==> src/rtl/stopwatch.sv <==
// Six-digit BCD stopwatch (MM:SS.hh) with a clock prescaler, level pause and
// asynchronous active-high clear.
module stopwatch #(
  parameter int unsigned TICK_DIV = 1
) (
  output logic [3:0] msh,
  output logic [3:0] msl,
  output logic [3:0] sh,
  output logic [3:0] sl,
  output logic [3:0] mh,
  output logic [3:0] ml,
  input  logic       clk,
  input  logic       clr,
  input  logic       pause
);

  localparam int unsigned PRE_W = (TICK_DIV > 1) ? $clog2(TICK_DIV) : 1;
  localparam logic [PRE_W-1:0] PRE_MAX = PRE_W'(TICK_DIV - 1);
  localparam logic [3:0] MAX_9 = 4'd9;
  localparam logic [3:0] MAX_5 = 4'd5;

  logic [PRE_W-1:0] pre;
  logic             tick_c;
  logic [5:0]       carry_c;

  // Next BCD value; anything at or above the top value rolls to zero.
  function automatic logic [3:0] bcd_next(input logic [3:0] d, input logic [3:0] top);
    return (d >= top) ? 4'd0 : d + 4'd1;
  endfunction

  // Tick and ripple-carry enables: carry_c[i] advances digit i (msl first).
  always_comb begin
    carry_c    = '0;
    tick_c     = (pre == PRE_MAX) && !pause;
    carry_c[0] = tick_c;
    carry_c[1] = carry_c[0] && (msl >= MAX_9);
    carry_c[2] = carry_c[1] && (msh >= MAX_9);
    carry_c[3] = carry_c[2] && (sl  >= MAX_9);
    carry_c[4] = carry_c[3] && (sh  >= MAX_5);
    carry_c[5] = carry_c[4] && (ml  >= MAX_9);
  end

  // Prescaler holds while paused so a resume loses no partial tick.
  always_ff @(posedge clk or posedge clr) begin
    if (clr) begin
      pre <= '0;
    end else if (!pause) begin
      pre <= tick_c ? '0 : pre + PRE_W'(1);
    end
  end

  always_ff @(posedge clk or posedge clr) begin
    if (clr) begin
      msl <= 4'd0;
      msh <= 4'd0;
      sl  <= 4'd0;
      sh  <= 4'd0;
      ml  <= 4'd0;
      mh  <= 4'd0;
    end else begin
      if (carry_c[0]) msl <= bcd_next(msl, MAX_9);
      if (carry_c[1]) msh <= bcd_next(msh, MAX_9);
      if (carry_c[2]) sl  <= bcd_next(sl,  MAX_9);
      if (carry_c[3]) sh  <= bcd_next(sh,  MAX_5);
      if (carry_c[4]) ml  <= bcd_next(ml,  MAX_9);
      if (carry_c[5]) mh  <= bcd_next(mh,  MAX_5);
    end
  end

endmodule

==> config.mk <==
export PLATFORM = sky130hd
export DESIGN_NAME = stopwatch
export DESIGN_NICKNAME = d
export VERILOG_FILES = /design/src/rtl/stopwatch.sv
export SDC_FILE = /design/constraint.sdc
export NUM_CORES = 1
export LEC_CHECK = 0
export CAP_MARGIN = 20
export CELL_PAD_IN_SITES_DETAIL_PLACEMENT = 1
export CELL_PAD_IN_SITES_GLOBAL_PLACEMENT = 1
export CORE_UTILIZATION = 40
export DETAILED_ROUTE_END_ITERATION = 6
export PLACE_DENSITY_LB_ADDON = 0.1
export RECOVER_POWER = 50
export SLEW_MARGIN = 5
export SYNTH_ARGS = -nofsm -noshare
export SYNTH_HDL_FRONTEND = slang
export SYNTH_SLANG_ARGS = --single-unit
==> constraint.sdc <==
create_clock -name clk -period 2.8 [get_ports clk]
set_clock_uncertainty 0.2 [all_clocks]
set_input_delay 0.84 -clock clk [delete_from_list [all_inputs] [get_ports clk]]
set_output_delay 0.84 -clock clk [all_outputs]
set_load 0.005 [all_outputs]
# Word-level counts from Yosys, hierarchy flattened
# Cells that the tools add are included.
dict set report totals {
  regBits 25
  latchBits 0
  ramBits 0
  mem_bits_ro 0
  inputBits 3
  out_inout_bits 24
  elab_cells 35
  n_memories 0
}
dict set report op_classes {
  addsub 7
  multipliers 0
  div 0
  n_lt_le_gt_ge 6
  n_eq_ne 0
  shifts 0
  n_mux 7
  bitwise 1
  n_reduce_logical 7
}
# op count
set op_table {}
lappend op_table {{$add 4x1->4 const B} 6}
lappend op_table {{$mux 4} 6}
lappend op_table {{$ge 4x4->1 const B} 4}
lappend op_table {{$ge 4x3->1 const B} 2}
lappend op_table {{$logic_and 1x1->1} 6}
lappend op_table {{$add 1x1->1 const B} 1}
lappend op_table {{$logic_not 1->1} 1}
lappend op_table {{$mux 1} 1}
lappend op_table {{$not 1->1} 1}

# Logic depth before layout (Yosys ltp)
# Gate-level depths: netlist (run 1).
dict set report logic_depth {
  depth_word 7
  depth_mapped 8
  ltp_nobuf 7
}

# Worst setup path after synthesis (run 1)
# No wires, ideal clock.
dict set report synth_path {
  path_kind {in2reg}
  start {input port pause}
  end {register mh[3]}
  t_arrival_ns 1.864
  slack_ns 0.656
  path_stages 5
  path_buffers 0
  path_cell_list {nor2_4 nand3_4 nor4_4 and2_4 mux2i_1}
}
dict set report synth_between {
  elab_chain_len 7
}
# element line_no
set synth_lines {}
lappend synth_lines {{start, declared} 14} ;# input logic pause
lappend synth_lines {{$logic_not 1->1} n/a}
lappend synth_lines {{$logic_and 1x1->1} 34} ;# tick_c = (pre == PRE_MAX) && !pause;
lappend synth_lines {{$logic_and 1x1->1} 36} ;# carry_c[1] = carry_c[0] && (msl >= MAX_9);
lappend synth_lines {{$logic_and 1x1->1} 37} ;# carry_c[2] = carry_c[1] && (msh >= MAX_9);
lappend synth_lines {{$logic_and 1x1->1} 38} ;# carry_c[3] = carry_c[2] && (sl >= MAX_9);
lappend synth_lines {{$logic_and 1x1->1} 39} ;# carry_c[4] = carry_c[3] && (sh >= MAX_5);
lappend synth_lines {{$logic_and 1x1->1} 40} ;# carry_c[5] = carry_c[4] && (ml >= MAX_9);
lappend synth_lines {{end signal, assigned} 66} ;# if (carry_c[5]) mh <= bcd_next(mh, MAX_5);
lappend synth_lines {{end, declared} 10} ;# output logic [3:0] mh,
# No other way between the ends.
# A chain may end at the register's enable or synchronous reset.

# Worst setup path after layout (run 1)
dict set report layout_path {
  start {input port pause}
  end {register sl[3]}
}
dict set report layout_between {
  elab_chain_len 4
}
# element line_no
set layout_lines {}
lappend layout_lines {{$logic_not 1->1} n/a}
lappend layout_lines {{$logic_and 1x1->1} 34}
lappend layout_lines {{$logic_and 1x1->1} 36}
lappend layout_lines {{$logic_and 1x1->1} 37}
lappend layout_lines {{end signal, assigned} 63} ;# if (carry_c[2]) sl <= bcd_next(sl, MAX_9);
lappend layout_lines {{end, declared} 9} ;# output logic [3:0] sl,
# No other way between the ends.

==> results of run 1 <==
state kept, by name, summed over array words and instances (netlist names):
register and count:
mh 4, ml 4, msh 4, msl 4, pre 1, sh 4, sl 4
kinds of logic (layout without fill, tap and decap cells):
logic type	after synthesis	after routing	share of synthesized area [%]
AND/OR/NAND/NOR	47	47	19.8
AO/OA/AOI/OAI	27	27	13.1
flip-flops	25	25	42.8
buffers and inverters	20	55	5.74
adder cells (fa/ha/maj)	18	18	15.4
XOR/XNOR	3	3	1.80
multiplexers	2	2	1.37
final cells by class:
type / count / area (um2)
clock buffer: 4 / 26.3
inverter: 18 / 67.6
multi-input combinational: 97 / 751
timing repair buffer: 33 / 305
tap: 46 / 57.6
sequential: 25 / 626
fill: 408 / 1580
per-stage QoR:
stage / worst slack [ns] / cell area [um2]
final: 0.328 / 1830
after global routing: 0.164 / 1830
after CTS: 0.381 / 1840
after detailed placement: 0.0877 / 1820
after global placement: 0.149 / 1820
after floorplan: 0.656 / 1460
worst max path at each step:
stage                    endpoint  cells past startpoint         startpoint  slack, ns
3_5_place_dp    ml[2]$_DFFE_PP0P_                      7              pause       0.09
5_1_grt        msh[3]$_DFFE_PP0N_                      3                clr       0.16
6_report        sl[3]$_DFFE_PP0N_                      7              pause       0.33
2_1_floorplan   mh[3]$_DFFE_PP0P_                      5              pause       0.66
3_3_place_gp    ml[2]$_DFFE_PP0P_                      7              pause       0.15
4_1_cts                     ml[0]                      1  ml[0]$_DFFE_PP0P_       0.38
metal layers:
layer | up-vias | track usage [%] | share of wire (%)
li1 | 551 | - | -
met1 | 569 | 23.2 | 45
met2 | 19 | 34.1 | 50
met3 | 5 | 1.82 | 2.3
met4 | 0 | 7.85 | 1.8
met5 | - | 0 | 0
critical path, stage by stage:
cell	delay, ns
sky130_fd_sc_hd__dlygate4sd3_1	0.60
sky130_fd_sc_hd__nor2_4	0.16
sky130_fd_sc_hd__nand3_4	0.09
sky130_fd_sc_hd__clkbuf_1	0.20
sky130_fd_sc_hd__nor2_1	0.37
sky130_fd_sc_hd__a41oi_1	0.17
sky130_fd_sc_hd__nor2_1	0.10
cells in the final DEF (no fill, tap or decap), drive strengths merged:
cell and n:
nor3 1, nor4 2, nor2 13, clkdlybuf4s50 25, clkbuf 6, or3b 1, inv 18, buf 5
o31a 1, a32o 2, nand3 10, nor2b 1, a41oi 4, o31ai 2, nand2 8, or2b 1
and3 2, mux2i 2, dlygate4sd3 1, a21oi 3, ha 18, nand2b 2, xor2 2, and2 3
dfrtp 25, o21ai 14, nand4 3, xnor2 1, a22o 1
power breakdown:
part           switching, W  internal (W)
clock              0.000113     0.0000559
sequential        0.0000943      0.000423
combinational      0.000188      0.000206
total              0.000395      0.000685
==> results.tsv, run 1 <==
metric	value	unit
number of global-route vias before repair	1233	
mean area per synthesized cell	10.3	um2
Hold EP	sh[3]$_DFFE_PP0N_	
RSZ-0062 raised after global routing	false	
chip width	62.4	um
HPWL after detailed placement	2580	um
fraction of the yosys area taken by sequential cells	42.8	%
Reg2Reg Launch Point	msl[0]$_DFFE_PP0N_	
leading post-synthesis cells by instance count	25 x sky130_fd_sc_hd__dfrtp_1, 18 x sky130_fd_sc_hd__ha_1, 18 x sky130_fd_sc_hd__inv_1, 14 x sky130_fd_sc_hd__o21ai_0, 11 x sky130_fd_sc_hd__nor2_1	
fraction of layout instances using a drive strength above 1	11.9	%
worst hold-check path type	register to register	
top area cells in the synthesized netlist	sky130_fd_sc_hd__dfrtp_1 43%, sky130_fd_sc_hd__ha_1 15%, sky130_fd_sc_hd__o21ai_0 4.8%	
end-of-flow core utilization	53.7	%
CTS H-Tree Depth	1	
total global routing track utilization	19.0	%
Peak supply drop	0.362	mV
area grow syn2layout	25.4	%
endpoint kind of the worst setup timing path	register	
Max Buffers Root-to-Sink	2	
unique cell type count in the Yosys netlist	35	
starting density of the core	42.8	%
result of the run	completed	
number of violations of the max-capacitance limit	0	
post-synthesis instance area	1460	um2
Post-synth EDFFs	0	
aggregate negative setup slack	0	ns
Num CTS Buffers	3	
worst hold path startpoint	sh[3]$_DFFE_PP0N_	
number of antenna-violating nets in the routed design	0	
cell count after synthesis	142	
DRC marker count from the first detailed-route iteration	70	
first-pass GRT wire length	5860	um
clock insertion delay at the later pin of the skew report	0.33	ns
CTS tree	done	
initial antenna violation count	0	
final-report setup violation count	0	
category of the critical setup timing path	input pin to register	
Post-layout nets	199	
fraction of registers with async set or reset after synthesis	100	%
mean number of vias per cell	5.13	
Final Routed Wirelength	3330	um
Clock Tree Root	sky130_fd_sc_hd__clkbuf_4	
Clock Sinks	25	
Cells after DPL	219	
Max Transition Viols Final	0	
dominant register cell in the synthesized netlist	sky130_fd_sc_hd__dfrtp_1	
Hold Slack	0.363	ns
CTS Hold Bufs	0	
Hold Fails Final Rpt	0	
number of core rows	21	
post-cts gate resize count	0	
most frequent cell after synthesis	sky130_fd_sc_hd__dfrtp_1	
Yosys top cell area share	42.8	%
average detailed-routed wire length per instance	14.9	um
number of instances on the worst hold path	2	
standard cell core area	3420	um2
non-filler cells in the finished layout	223	
num ports	27	
Crit path required time	2.87	ns
Tcrit/Tclk final	88.3	%
CTS clk-pin slew, worst paths	0.14	ns
count of port buffers added during placement	26	
worst endpoint data arrival time	2.55	ns
Die Footprint	3900	um2
element type at the critical path start	input pin	
pwr dens	589	nW/um2
length in cells of the worst reg-to-reg path	8	
final weighted congestion in routability-driven placement	0.727	
drc violations	0	
worst-path fanout max	6	
Yosys warning total	0	
minimum setup slack among reg-to-reg paths	0.48	ns
number of antenna repair diodes	0	
transition time of the tightest slew-check pin	1.40	ns
Overflow after GRT	0	
pin count of the biggest net entering global routing	26	
endpoint of the lowest-slack register-to-register path	sl[3]$_DFFE_PP0N_	
total chip power	0.00108	W
syn_nets	163	
vertical die dimension	62.4	um
final critical path time including I/O delays and setup	2.47	ns
cell leakage power	0.837	nW
number of buffers added for setup after CTS	0	
flip-flop and latch count after synthesis	25	
detailed-router iteration count before antenna repair	4	
highest clock frequency the design can meet	405	MHz
cell type contributing the most total cell area after synthesis	sky130_fd_sc_hd__dfrtp_1	
total via count after detailed routing	1144	
Rel. slew slack	6.80	%
(Power assumes the default switching activity.)
==> inputs of run 2 (changes only) <==
--- a/config.mk
+++ b/config.mk
@@ -9,7 +9,9 @@
 export CELL_PAD_IN_SITES_DETAIL_PLACEMENT = 1
 export CELL_PAD_IN_SITES_GLOBAL_PLACEMENT = 1
 export CORE_UTILIZATION = 40
+export CTS_CLUSTER_SIZE = 24
 export DETAILED_ROUTE_END_ITERATION = 6
+export GPL_ROUTABILITY_DRIVEN = 0
 export PLACE_DENSITY_LB_ADDON = 0.1
 export RECOVER_POWER = 50
 export SLEW_MARGIN = 5
==> results of run 2 <==
No change in the layout: final DEF, timing and power equal those of run 1.
==> patch 1 (settings of run 2) <==
`MAX_9`: 4'd9 -> 4'd4.
--- a/src/rtl/stopwatch.sv
+++ b/src/rtl/stopwatch.sv
@@ -16,7 +16,7 @@
 
   localparam int unsigned PRE_W = (TICK_DIV > 1) ? $clog2(TICK_DIV) : 1;
   localparam logic [PRE_W-1:0] PRE_MAX = PRE_W'(TICK_DIV - 1);
-  localparam logic [3:0] MAX_9 = 4'd9;
+  localparam logic [3:0] MAX_9 = 4'd4;
   localparam logic [3:0] MAX_5 = 4'd5;
 
   logic [PRE_W-1:0] pre;
Function: changed (a bounded check fails within 10 cycles, from zero or initial values).
==> patch 1 against run 2 <==
- the run now ends with design-rule violations left
- combinational power shrank 50%
- wire length shrank 19%
- cell area shrank 14%
- total power shrank 26%
- worst setup slack lost 53 ps
- sequential cell count is the same
- count of clock-buffer cells in the layout shrank 1
- area after synthesis shrank 14%
- sequential share of layout area grew 5.6 points
- critical path type unchanged
==> patch 1: results (changes against run 2) <==
| Metric | Value |
|---|---|
| Status | finished with violations (was finished clean) |
| Failing checks | design-rule violations |
| Final non-filler cell total | 175 (was 223) |
| All-layer global routing usage | 17.4% (was 19.0%) |
| Drt first pass iters | 5 (was 4) |
| Placed cell count | 171 (was 219) |
| Met3 routed WL | 66 microns (was 77 microns) |
| Fin nets | 158 (was 199) |
| Commonest cells post-synth | dfrtp_1, nand2_1, ha_1 (was dfrtp_1, ha_1, inv_1) |
| M1 GR Usage | 21.3% (was 23.2%) |
| Syn_area_per_cell | 11.1 sq um (was 10.3 sq um) |
| Worst-path maximum fanout | 7 (was 6) |
| Net Sw Power | 0.000232 W (was 0.000395 W) |
| Slew @ Worst Pin | 1390 ps (was 1400 ps) |
| Global-route wire length before repair | 4.55 mm (was 5.86 mm) |
| Synthesized Nets | 126 (was 163) |
| RR Endpoint | ml[0]$_DFFE_PP0P_ (was sl[3]$_DFFE_PP0N_) |
| Fillers | 318 (was 408) |
| Synth Cell Area | 1250 sq um (was 1460 sq um) |
| Worst r2r path cells | 6 (was 8) |
| Register area share after synthesis | 50.0% (was 42.8%) |
| Reg-to-Reg Start | sh[0]$_DFFE_PP0N_ (was msl[0]$_DFFE_PP0N_) |
| Via density | 5.42 (was 5.13) |
| Routed len/inst | 15.3 microns (was 14.9 microns) |
| Worst Hold Depth | 1 (was 2) |
| Hpwl dp | 1.98 mm (was 2.58 mm) |
| Hold Startpoint | pre$_DFFE_PP0N_ (was sh[3]$_DFFE_PP0N_) |
| Hold Path End | pre$_DFFE_PP0N_ (was sh[3]$_DFFE_PP0N_) |
| Cell family with most CP delay | simple AND/OR/NAND/NOR gates (was buffers and inverters) |
| Remaining DRCs | 1 (was 0) |
| Data arrival time of the worst path | 2540 ps (was 2550 ps) |
| Area contributors post-synth | dfrtp_1, ha_1, mux2_2, nand2_1, o21ai_0 (was dfrtp_1, ha_1, o21ai_0, inv_1, nand3_1) |
| IR drop worst, VDD | 0.348 mV (was 0.362 mV) |
| Routed wl met2 | 1.42 mm (was 1.68 mm) |
| Htree depth | 1 (unchanged) |
| Leak | 0.728 nW (was 0.837 nW) |
| Placed inst area | 1560 sq um (was 1820 sq um) |
| Final hold slack | 341 ps (was 363 ps) |
| Post-synthesis cell type count | 30 (was 35) |
| Vias in the first global route | 1,011 (was 1,233) |
| CTS Root Cell | clkbuf_4 (unchanged) |
| Starting DRT DRC Count | 23 (was 70) |
| Routed length on met1 | 1.18 mm (was 1.52 mm) |
| Global routing usage on met3 | 2.23% (was 1.82%) |
| Layout cells sized above 1 | 11.8% (was 11.9%) |
| R2r setup slk | 840 ps (was 480 ps) |
| DP Worst Slack | 155 ps (was 87.7 ps) |
| GR Layer Usage met2 | 32.2% (was 34.1%) |
| Worst skew pair latency | 310 ps (was 330 ps) |
| Max incr delay on CP | 570 ps (was 600 ps) |
[patch 1: cell count changes in the layout (fill, tap and decap cells not counted), moves of 5 or more]
cell,run 2,this run
buf_4,5,0
ha_1,18,10
inv_1,18,6
mux2_2,0,6
nand3_1,9,4
o21ai_0,14,8
[patch 1: power groups by stage]
| stage | logic [W] | clock network [W] | registers (W) |
|---|---|---|---|
| after floorplan | 0.0000907 | 0 | 0.000442 |
| after global placement | 0.000193 | 0 | 0.000441 |
| after detailed placement | 0.000203 | 0 | 0.000445 |
| after CTS | 0.000206 | 0.000171 | 0.000439 |
| after global routing | 0.000225 | 0.000183 | 0.000445 |
| final | 0.000198 | 0.000164 | 0.000439 |
[patch 1: worst max path at each step]
stage,startpoint,endpoint,slack (ps),depth (start not counted)
after global routing,clr,msh[0]$_DFFE_PP0N_,170,3
after detailed placement,pause,mh[3]$_DFFE_PP0P_,150,5
after CTS,sh[2]$_DFFE_PP0N_,sh[2],400,1
after global placement,pause,mh[3]$_DFFE_PP0P_,200,5
final,pause,ml[0]$_DFFE_PP0P_,270,5
after floorplan,pause,mh[2]$_DFFE_PP0P_,740,4
[patch 1: area by class of cell]
type / count / area [sq um] / share of cell area (%)
repair buffers: 28 / 268 / 17.0
flip-flops and latches: 25 / 626 / 39.7
clock buffers: 3 / 22.5 / 1.43
multi-input cells: 81 / 593 / 37.6
well taps: 31 / 38.8 / 2.46
inverters: 6 / 22.5 / 1.43
clock inverters: 1 / 5.00 / 0.318
[patch 1: cell families (layout without fill, tap and decap cells)]
kind of cell | after synthesis | in the layout | share of synthesized area [%]
DFF | 25 | 25 | 50.0
AOI/OAI and AO/OA | 20 | 20 | 11.0
and+or+nand+nor | 43 | 43 | 19.8
adders and majority gates | 10 | 10 | 10.0
buffers and inverters | 7 | 38 | 2.20
muxes | 8 | 8 | 7.00
